--- src/rtl/alu_pkg.sv ---
// ============================================================================
// alu_pkg -- shared op encoding and FSM state type for addsub_iter | Rev 1.0
// ============================================================================
`default_nettype none

package alu_pkg;

    localparam logic OP_ADD = 1'b0;
    localparam logic OP_SUB = 1'b1;

    typedef enum logic [1:0] {
        ST_IDLE = 2'd0,
        ST_RUN  = 2'd1,
        ST_DONE = 2'd2
    } state_t;

endpackage

`default_nettype wire

--- src/rtl/addsub_chunk.sv ---
// ============================================================================
// addsub_chunk -- CHUNK-bit combinational ripple adder slice         | Rev 1.0
// ============================================================================
`default_nettype none

module addsub_chunk #(
    parameter int CHUNK = 2
) (
    input  logic [CHUNK-1:0] a_i,
    input  logic [CHUNK-1:0] b_i,
    input  logic             cin_i,
    output logic [CHUNK-1:0] sum_o,
    output logic             cout_o,
    output logic             cmsb_o
);

    logic [CHUNK:0] w_c;

    // cmsb_o is the carry into the slice MSB; only meaningful on the top slice
    always_comb begin
        w_c    = '0;
        sum_o  = '0;
        w_c[0] = cin_i;
        for (int i = 0; i < CHUNK; i++) begin
            sum_o[i]  = a_i[i] ^ b_i[i] ^ w_c[i];
            w_c[i+1]  = (a_i[i] & b_i[i]) | (w_c[i] & (a_i[i] ^ b_i[i]));
        end
        cout_o = w_c[CHUNK];
        cmsb_o = w_c[CHUNK-1];
    end

endmodule

`default_nettype wire

--- src/rtl/addsub_iter.sv ---
// ============================================================================
// addsub_iter -- iterative add/subtract, CHUNK bits per cycle, with flags | Rev 1.0
// ============================================================================
`default_nettype none

module addsub_iter
    import alu_pkg::*;
#(
    parameter int WIDTH = 8,
    parameter int BW    = WIDTH,
    parameter int CHUNK = 2
) (
    input  logic             clk,
    input  logic             rst_n,
    input  logic             start,
    input  logic             op,
    input  logic [WIDTH-1:0] a,
    input  logic [BW-1:0]    b,
    output logic             busy,
    output logic             done,
    output logic [WIDTH-1:0] y,
    output logic             c_out,
    output logic             v_out,
    output logic             n_out,
    output logic             z_out
);

    localparam int             N        = WIDTH / CHUNK;
    localparam int             CW       = (N > 1) ? $clog2(N) : 1;
    localparam logic [CW-1:0]  CNT_LAST = CW'(N - 1);

    if (WIDTH % CHUNK != 0) begin : g_chk_chunk
        $error("addsub_iter: WIDTH must be a multiple of CHUNK");
    end
    if (BW < 1 || BW > WIDTH) begin : g_chk_bw
        $error("addsub_iter: BW must lie in 1..WIDTH");
    end

    state_t             state_q, state_d;
    logic [CW-1:0]      cnt_q, cnt_d;
    logic               carry_q, carry_d;
    logic [WIDTH-1:0]   a_q, a_d;
    logic [WIDTH-1:0]   b_q, b_d;
    logic [WIDTH-1:0]   sr_q, sr_d;
    logic [WIDTH-1:0]   y_q, y_d;
    logic               c_q, c_d, v_q, v_d, n_q, n_d, z_q, z_d;

    logic [WIDTH-1:0]   w_b_ext;
    logic [CHUNK-1:0]   w_sum;
    logic               w_cout;
    logic               w_cmsb;
    logic [WIDTH-1:0]   w_sr_next;

    assign w_b_ext = WIDTH'(b);

    addsub_chunk #(
        .CHUNK (CHUNK)
    ) u_chunk (
        .a_i    (a_q[CHUNK-1:0]),
        .b_i    (b_q[CHUNK-1:0]),
        .cin_i  (carry_q),
        .sum_o  (w_sum),
        .cout_o (w_cout),
        .cmsb_o (w_cmsb)
    );

    // Slices enter at the top and shift down, so after N cycles the LSB slice sits at bit 0
    assign w_sr_next = (sr_q >> CHUNK) | (WIDTH'(w_sum) << (WIDTH - CHUNK));

    always_comb begin
        state_d = state_q;
        cnt_d   = cnt_q;
        carry_d = carry_q;
        a_d     = a_q;
        b_d     = b_q;
        sr_d    = sr_q;
        y_d     = y_q;
        c_d     = c_q;
        v_d     = v_q;
        n_d     = n_q;
        z_d     = z_q;
        case (state_q)
            ST_IDLE, ST_DONE: begin
                if (start) begin
                    a_d     = a;
                    b_d     = (op == OP_SUB) ? ~w_b_ext : w_b_ext;
                    cnt_d   = '0;
                    carry_d = op;
                    state_d = ST_RUN;
                end else begin
                    state_d = ST_IDLE;
                end
            end
            ST_RUN: begin
                a_d     = a_q >> CHUNK;
                b_d     = b_q >> CHUNK;
                sr_d    = w_sr_next;
                carry_d = w_cout;
                cnt_d   = cnt_q + CW'(1);
                if (cnt_q == CNT_LAST) begin
                    state_d = ST_DONE;
                    y_d     = w_sr_next;
                    c_d     = w_cout;
                    v_d     = w_cmsb ^ w_cout;
                    n_d     = w_sr_next[WIDTH-1];
                    z_d     = (w_sr_next == '0);
                end
            end
            default: state_d = ST_IDLE;
        endcase
    end

    always_ff @(posedge clk or negedge rst_n) begin
        if (!rst_n) begin
            state_q <= ST_IDLE;
            cnt_q   <= '0;
            carry_q <= 1'b0;
            a_q     <= '0;
            b_q     <= '0;
            sr_q    <= '0;
            y_q     <= '0;
            c_q     <= 1'b0;
            v_q     <= 1'b0;
            n_q     <= 1'b0;
            z_q     <= 1'b1;
        end else begin
            state_q <= state_d;
            cnt_q   <= cnt_d;
            carry_q <= carry_d;
            a_q     <= a_d;
            b_q     <= b_d;
            sr_q    <= sr_d;
            y_q     <= y_d;
            c_q     <= c_d;
            v_q     <= v_d;
            n_q     <= n_d;
            z_q     <= z_d;
        end
    end

    assign busy  = (state_q == ST_RUN);
    assign done  = (state_q == ST_DONE);
    assign y     = y_q;
    assign c_out = c_q;
    assign v_out = v_q;
    assign n_out = n_q;
    assign z_out = z_q;

endmodule

`default_nettype wire

--- config.mk ---
export PLATFORM = sky130hd
export DESIGN_NAME = addsub_iter
export DESIGN_NICKNAME = d
export VERILOG_FILES = /design/src/rtl/alu_pkg.sv /design/src/rtl/addsub_chunk.sv /design/src/rtl/addsub_iter.sv
export SDC_FILE = /design/constraint.sdc
export NUM_CORES = 1
export LEC_CHECK = 0
export BUFFER_PORTS_ARGS = -buffer_cell sky130_fd_sc_hd__clkbuf_2
export CELL_PAD_IN_SITES_DETAIL_PLACEMENT = 1
export CELL_PAD_IN_SITES_GLOBAL_PLACEMENT = 1
export CORE_ASPECT_RATIO = 1.4
export CORE_MARGIN = 8
export CORE_UTILIZATION = 42
export CTS_BUF_LIST = sky130_fd_sc_hd__clkbuf_8 sky130_fd_sc_hd__clkbuf_16
export DETAILED_ROUTE_END_ITERATION = 6
export PLACE_DENSITY_LB_ADDON = 0.2
export SYNTH_ARGS = -nofsm -noshare
export SYNTH_HDL_FRONTEND = slang
export SYNTH_SLANG_ARGS = --single-unit
--- constraint.sdc ---
create_clock -name clk -period 1.93 [get_ports clk]
set_input_delay 0.386 -clock clk [delete_from_list [all_inputs] [get_ports clk]]
set_output_delay 0.386 -clock clk [all_outputs]
set_load 0.005 [all_outputs]
* Yosys cells after proc, flatten, opt, wreduce, memory -nomap -nowiden
Cells that the tools add are included.
Word-level totals: input bits 20, word-level logic and storage cells 48, output and inout bits 14, bits in registers 41
Cells by class: muxes and demuxes 12, reductions and logical operators 6, bitwise operators 13, equality and inequality tests 5, add/subtract/negate cells 1
Operators with widths (count):
- $pmux W8 S2 | 2
- $mux W8 | 3
- $logic_not A8 Y1 | 1
- $not A8 Y8 | 1
- $or A6 B8 Y8 | 1
- $pmux W2 S2 | 2
- $xor A1 B1 Y1 | 5
- $and A1 B1 Y1 | 4
- $eq A2 B2 Y1 const B | 2
- $mux W2 | 2
- $reduce_and A2 Y1 | 2
- $add A2 B1 Y2 const B | 1
- $eq A2 B1 Y1 const B | 1
- $logic_not A2 Y1 | 1
- $mux W1 | 2
- $ne A2 B1 Y1 const B | 1
- $ne A2 B2 Y1 const B | 1
- $or A1 B1 Y1 | 2
- $pmux W1 S2 | 1
- $reduce_bool A2 Y1 | 1
- $reduce_or A2 Y1 | 1

* Depth between registers and ports, before layout
depth after elaboration 6, mapped depth 6, mapped depth without buffers 5

* Modules after synthesis
Synthesis repeated with hierarchy kept, for this count alone.
Second synthesis, totals: cells, all modules 121, area total of the unflattened synthesis 1642.8 µm²
Modules (own cells, without submodules):
- addsub_iter | cells each 119, sequential area each 952.2 µm², area an instance 1602.8 µm², times used 1
- addsub_chunk | cells each 2, sequential area each 0.0 µm², area an instance 40.0 µm², times used 1

* Least setup slack after synthesis
No wires, ideal clock.
kind reg-to-reg, start register carry_q, end register z_q (netlist: z_out), library setup time 80 ps, stages on the path, launching flop included 6, data required time 1850 ps, clock period less this slack 1642 ps, setup slack 288 ps, arrival time 1562 ps, path buffers 0, cell sequence dfrtp_1 -> inv_1 -> fa_1 -> fa_1 -> nand4_1 -> o21ai_0
On the way: cells in the longest elaborated chain, start to end 5, elaborated cells between the ends (all ways) 6, those cells by class 5 x bitwise; 1 x reduce/logical
RTL lines:
- start: declaration | RTL line addsub_iter.sv:41 | logic carry_q, carry_d;
- start signal: assignment | RTL line addsub_iter.sv:129 | carry_q <= carry_d;
- $and A1 B1 Y1 | RTL line addsub_chunk.sv:26 | w_c[i+1] = (a_i[i] & b_i[i]) | (w_c[i] & (a_i[i] ^ b_i[i]));
- $or A1 B1 Y1 | RTL line addsub_chunk.sv:26
- $xor A1 B1 Y1 | RTL line addsub_chunk.sv:25 | sum_o[i] = a_i[i] ^ b_i[i] ^ w_c[i];
- $or A6 B8 Y8 * | RTL line addsub_iter.sv:68 | assign w_sr_next = (sr_q >> CHUNK) | (WIDTH'(w_sum) << (WIDTH - CHUNK));
- $logic_not A8 Y1 * | RTL line addsub_iter.sv:106 | z_d = (w_sr_next == '0);
- end signal: assignment | RTL line addsub_iter.sv:137 | z_q <= z_d;
- end: declaration | RTL line addsub_iter.sv:46 | logic c_q, c_d, v_q, v_d, n_q, n_d, z_q, z_d;
Every way passes the cells marked *; elsewhere a longest branch is shown, timed or not. A chain may end at the register's enable or synchronous reset.

* Worst setup path in the final report
Ends and elaborated chain as after synthesis.

==> impl_results.html <==
<table>
<tr><th>Metric</th><th>Value</th></tr>
<tr><th colspan="2">Clocking</th></tr>
<tr><td>Count of clock tree sinks</td><td>38</td></tr>
<tr><td>Number of buffers added to fix hold violations after cts</td><td>0</td></tr>
<tr><td>Clk Latency, worst-skew pair</td><td>0.28 ns</td></tr>
<tr><td>Number of levels the H-tree was split into</td><td>2</td></tr>
<tr><td>Longest Clk Path Bufs</td><td>2</td></tr>
<tr><td>Post-CTS repair timing setup buffer count</td><td>0</td></tr>
<tr><td># resized after CTS</td><td>0</td></tr>
<tr><td>CTS tree</td><td>done</td></tr>
<tr><td>Number of buffers inserted during clock tree synthesis</td><td>5</td></tr>
<tr><td>Reg clk slew, reported paths</td><td>0.07 ns</td></tr>
<tr><td>Clock tree root buffer cell</td><td>clkbuf_8</td></tr>
<tr><th colspan="2">Routing</th></tr>
<tr><td>Final routed wire length divided by cell count</td><td>16.5 um</td></tr>
<tr><td>Post-route antenna net violation count</td><td>0</td></tr>
<tr><td>Number of vias in the routed layout</td><td>1192</td></tr>
<tr><td>Vias per cell</td><td>5.35</td></tr>
<tr><td>Total wirelength of the detailed-routed design</td><td>3670 um</td></tr>
<tr><td>1st-pass router iterations</td><td>4</td></tr>
<tr><td>Count of routing violations after the opening detailed-route iteration</td><td>42</td></tr>
<tr><td>Remaining design rule violation count</td><td>0</td></tr>
<tr><th colspan="2">Worst setup path</th></tr>
<tr><td>Worst Setup Start Kind</td><td>register</td></tr>
<tr><td>Required time at the worst-slack endpoint</td><td>approximately 2.1 ns</td></tr>
<tr><td>CP arrival</td><td>1.98 ns</td></tr>
<tr><td>Endpoint kind of the worst setup timing path</td><td>register</td></tr>
<tr><td>Critical path start-end classification</td><td>reg2reg</td></tr>
<tr><td>Critical path fanouts, max</td><td>3</td></tr>
<tr><th colspan="2">Finish</th></tr>
<tr><td>Utilization after layout</td><td>0.501</td></tr>
<tr><td>Area added between synthesis and finish</td><td>16.2%</td></tr>
<tr><td>Number of filler cells placed in the layout</td><td>439</td></tr>
<tr><td>Commonest cells after routing, fill and taps aside</td><td>dfrtp_1 (37), clkbuf_2 (33), nand2_1 (23), o21ai_0 (9), a221o_1 (9)</td></tr>
<tr><td>Number of nets in the final layout</td><td>203</td></tr>
<tr><td>Most common library cell in the layout ignoring fill and taps</td><td>dfrtp_1</td></tr>
<tr><td>Area of combinational cells with multiple inputs</td><td>612 um2</td></tr>
<tr><td>Fraction of final layout cells sized beyond drive strength 1</td><td>0.283</td></tr>
<tr><td>Inserted Diodes</td><td>0</td></tr>
<tr><td>Area occupied by registers</td><td>952 um2</td></tr>
<tr><th colspan="2">Floorplanning</th></tr>
<tr><td>Starting Density</td><td>0.431</td></tr>
<tr><td>Total number of placement rows</td><td>27</td></tr>
<tr><td>Chip Width</td><td>69.2 um</td></tr>
<tr><td>I/O pin count</td><td>34</td></tr>
<tr><td>Area enclosed by the die boundary</td><td>0.00625 mm2</td></tr>
<tr><td>Chip Height</td><td>90.4 um</td></tr>
<tr><td>Core region area</td><td>0.00385 mm2</td></tr>
<tr><th colspan="2">Synth</th></tr>
<tr><td>Adder and majority gate portion of the synthesized area</td><td>0.0316</td></tr>
<tr><td>Async S/R FF share, synth</td><td>1.00</td></tr>
<tr><td>Cell area after synthesis</td><td>0.00166 mm2</td></tr>
<tr><td>Fraction of the mapped netlist area in compound gates</td><td>0.126</td></tr>
<tr><td>Syn. warnings</td><td>0</td></tr>
<tr><td>Fraction of the yosys area taken by sequential cells</td><td>0.573</td></tr>
<tr><td>Synthesized area divided by synthesized cell count</td><td>11.4 um2</td></tr>
<tr><td>Synthesized net count</td><td>169</td></tr>
<tr><td>Cell variety after synth</td><td>28</td></tr>
<tr><td>Post-synthesis simple-gate area fraction</td><td>0.123</td></tr>
<tr><td>Fraction of synthesized area in multiplexers</td><td>0.0407</td></tr>
<tr><td>Parity-gate share of the synthesized area counting xor and xnor cells</td><td>0.0474</td></tr>
<tr><td>Number of flops mapped to enable cells by yosys</td><td>0</td></tr>
<tr><td>Top FF cell, synth</td><td>dfrtp_1</td></tr>
<tr><td>Cells after Synth</td><td>146</td></tr>
<tr><td>Number of flip-flops and latches in the synthesized netlist</td><td>38</td></tr>
<tr><td>Main combinational cell family by area after synthesis</td><td>compound AO/OA/AOI/OAI gates</td></tr>
<tr><th colspan="2">Global route</th></tr>
<tr><td>Total routing usage reported by global routing</td><td>0.124</td></tr>
<tr><td>Vias in the first global route</td><td>1368</td></tr>
<tr><td>Number of antenna violations at the first check in global routing</td><td>0</td></tr>
<tr><td>First-pass GRT wire length</td><td>6460 um</td></tr>
<tr><td>Maximum number of pins on one net before global-route repair</td><td>22</td></tr>
<tr><td>Global route overflow</td><td>0</td></tr>
<tr><th colspan="2">Run</th></tr>
<tr><td>Maximum capacitance violations</td><td>0</td></tr>
<tr><th colspan="2">Power and ir drop</th></tr>
<tr><td>Standby leakage power</td><td>0.966 nW</td></tr>
<tr><td>Combinational power share</td><td>0.410</td></tr>
<tr><td>Switching Share</td><td>0.372</td></tr>
<tr><td>Worst vdd rail ir drop</td><td>0.000716 V</td></tr>
<tr><td>Sum of internal, switching and leakage power</td><td>3.17 mW</td></tr>
<tr><td>Sequential Power Share</td><td>0.437</td></tr>
<tr><td>Net load switching power</td><td>1.18 mW</td></tr>
<tr><td>Pint</td><td>a little under 2 mW</td></tr>
<tr><td>Clk network pwr share</td><td>0.152</td></tr>
<tr><td>Power density of the placed cells</td><td>1640 mW/mm2</td></tr>
<tr><th colspan="2">Timing</th></tr>
<tr><td>Total count of hold-check failures in the final report</td><td>0</td></tr>
<tr><td>Count of final max-slew check failures</td><td>0</td></tr>
<tr><td>Top achievable clock speed</td><td>roughly 0.56 GHz</td></tr>
<tr><td>Slew margin rel.</td><td>0.635</td></tr>
<tr><td>Worst-margin pin slew</td><td>0.546 ns</td></tr>
<tr><td>Part of the cycle the worst path needs</td><td>0.924</td></tr>
<tr><td>Post-route clock skew</td><td>0.00234 ns</td></tr>
<tr><td>Final period demand of the worst path</td><td>1.78 ns</td></tr>
<tr><td>Setup slack after layout</td><td>0.146 ns</td></tr>
<tr><td>Final-layout setup total negative slack</td><td>0 ns</td></tr>
<tr><td>Total of endpoints with negative setup slack in the final report</td><td>0</td></tr>
<tr><td>RSZ-0062 raised after global routing</td><td>false</td></tr>
<tr><th colspan="2">Placement</th></tr>
<tr><td>Pre-CTS setup slack</td><td>0.153 ns</td></tr>
<tr><td>Number of buffers inserted by port buffering</td><td>33</td></tr>
<tr><td>Routability-driven placement congestion ratio</td><td>0.727</td></tr>
<tr><td>Final HPWL DP</td><td>2820 um</td></tr>
<tr><th colspan="2">Worst hold path</th></tr>
<tr><td>Hold Path Class</td><td>in2async</td></tr>
<tr><th colspan="2">Outcome</th></tr>
<tr><td>Outcome</td><td>finished clean</td></tr>
</table>
[synth_stat cells, drive strengths merged (2+ instances only)]
| library cell | number | share of area |
|---|---|---|
| clkbuf | 2 | 0.0045 |
| fa | 2 | 0.024 |
| nand3 | 5 | 0.015 |
| o21ai | 9 | 0.027 |
| dfrtp | 37 | 0.56 |
| xnor2 | 7 | 0.037 |
| nor3 | 2 | 0.0060 |
| nand2 | 23 | 0.052 |
| buf | 8 | 0.037 |
| inv | 7 | 0.017 |
| xor2 | 2 | 0.011 |
| a22oi | 4 | 0.018 |
| mux2 | 6 | 0.041 |
| a22o | 5 | 0.026 |
| nand2b | 2 | 0.0075 |
| a221o | 9 | 0.054 |
| nor2 | 9 | 0.022 |
[worst max-delay path, cell delays in order (launching register included)]
cell,delay (ns)
dfrtp_1,0.36
inv_1,0.07
fa_1,0.47
fa_1,0.55
nand4_1,0.10
o21ai_0,0.17
[registers in the layout, summed over array words and instances (netlist names)]
name	count
cnt_q	2
sr_q	6
c_out	1
carry_q	1
b_q	8
y	8
v_out	1
z_out	1
a_q	8
state_q	2
[through the flow]
stage / hold slack (ns) / instance area (um2) / cells
3_5_place_dp: 0.395 / 1850 / 216
4_1_cts: 0.0938 / 1930 / 223
3_3_place_gp: 0.391 / 1850 / 216
6_report: 0.0789 / 1930 / 223
5_1_grt: 0.119 / 1930 / 223
2_1_floorplan: 0.0904 / 1660 / 146
[final cells by class]
cell class / count / share of cell area
sequential: 38 / 0.493
multi-input combinational: 91 / 0.317
timing repair buffer: 37 / 0.108
clock buffer: 5 / 0.0356
tap: 43 / 0.0279
inverter: 7 / 0.0149
clock inverter: 2 / 0.00389
[cells by family (layout without fill, tap and decap cells)]
group                    after synthesis  count (layout)
AO/OA/AOI/OAI                         27              27
XOR/XNOR                               9               9
adder cells (fa/ha/maj)                3               3
buffers and inverters                 17              51
flip-flops                            38              38
multiplexers                           6               6
AND/OR/NAND/NOR                       46              46
[power groups by stage]
stage	combinational, mW	clock, mW	sequential [mW]
4_1_cts	1.33	0.501	1.39
3_5_place_dp	1.33	0	1.40
5_1_grt	1.49	0.530	1.43
2_1_floorplan	0.983	0	1.35
3_3_place_gp	1.26	0	1.38
6_report	1.30	0.482	1.39
[routing by layer]
layer	track usage	wire, um	up-vias
li1	-	-	563
met1	0.126	1500	589
met2	0.224	1900	34
met3	0.0429	222	6
met4	0.0463	52	0
met5	0	0	-
[worst paths after layout]
| kind | end | startpoint | slack (ns) | depth (start not counted) |
|---|---|---|---|---|
| worst max-delay path | z_out$_DFFE_PN1P_ | carry_q$_DFFE_PN0P_ | 0.15 | 5 |
| worst min-delay path | y[6]$_DFFE_PN0P_ | rst_n | 0.08 | 1 |
| worst max register to register | z_out$_DFFE_PN1P_ | carry_q$_DFFE_PN0P_ | 0.15 | 5 |
| worst min register to register | v_out$_DFFE_PN0P_ | v_out$_DFFE_PN0P_ | 0.49 | 2 |
| max in group asynchronous | a_q[1]$_DFFE_PN0P_ | rst_n | 1.37 | 2 |
| min in group clk | a_q[5]$_DFFE_PN0P_ | a[5] | 0.33 | 3 |
(Power assumes the default switching activity.)
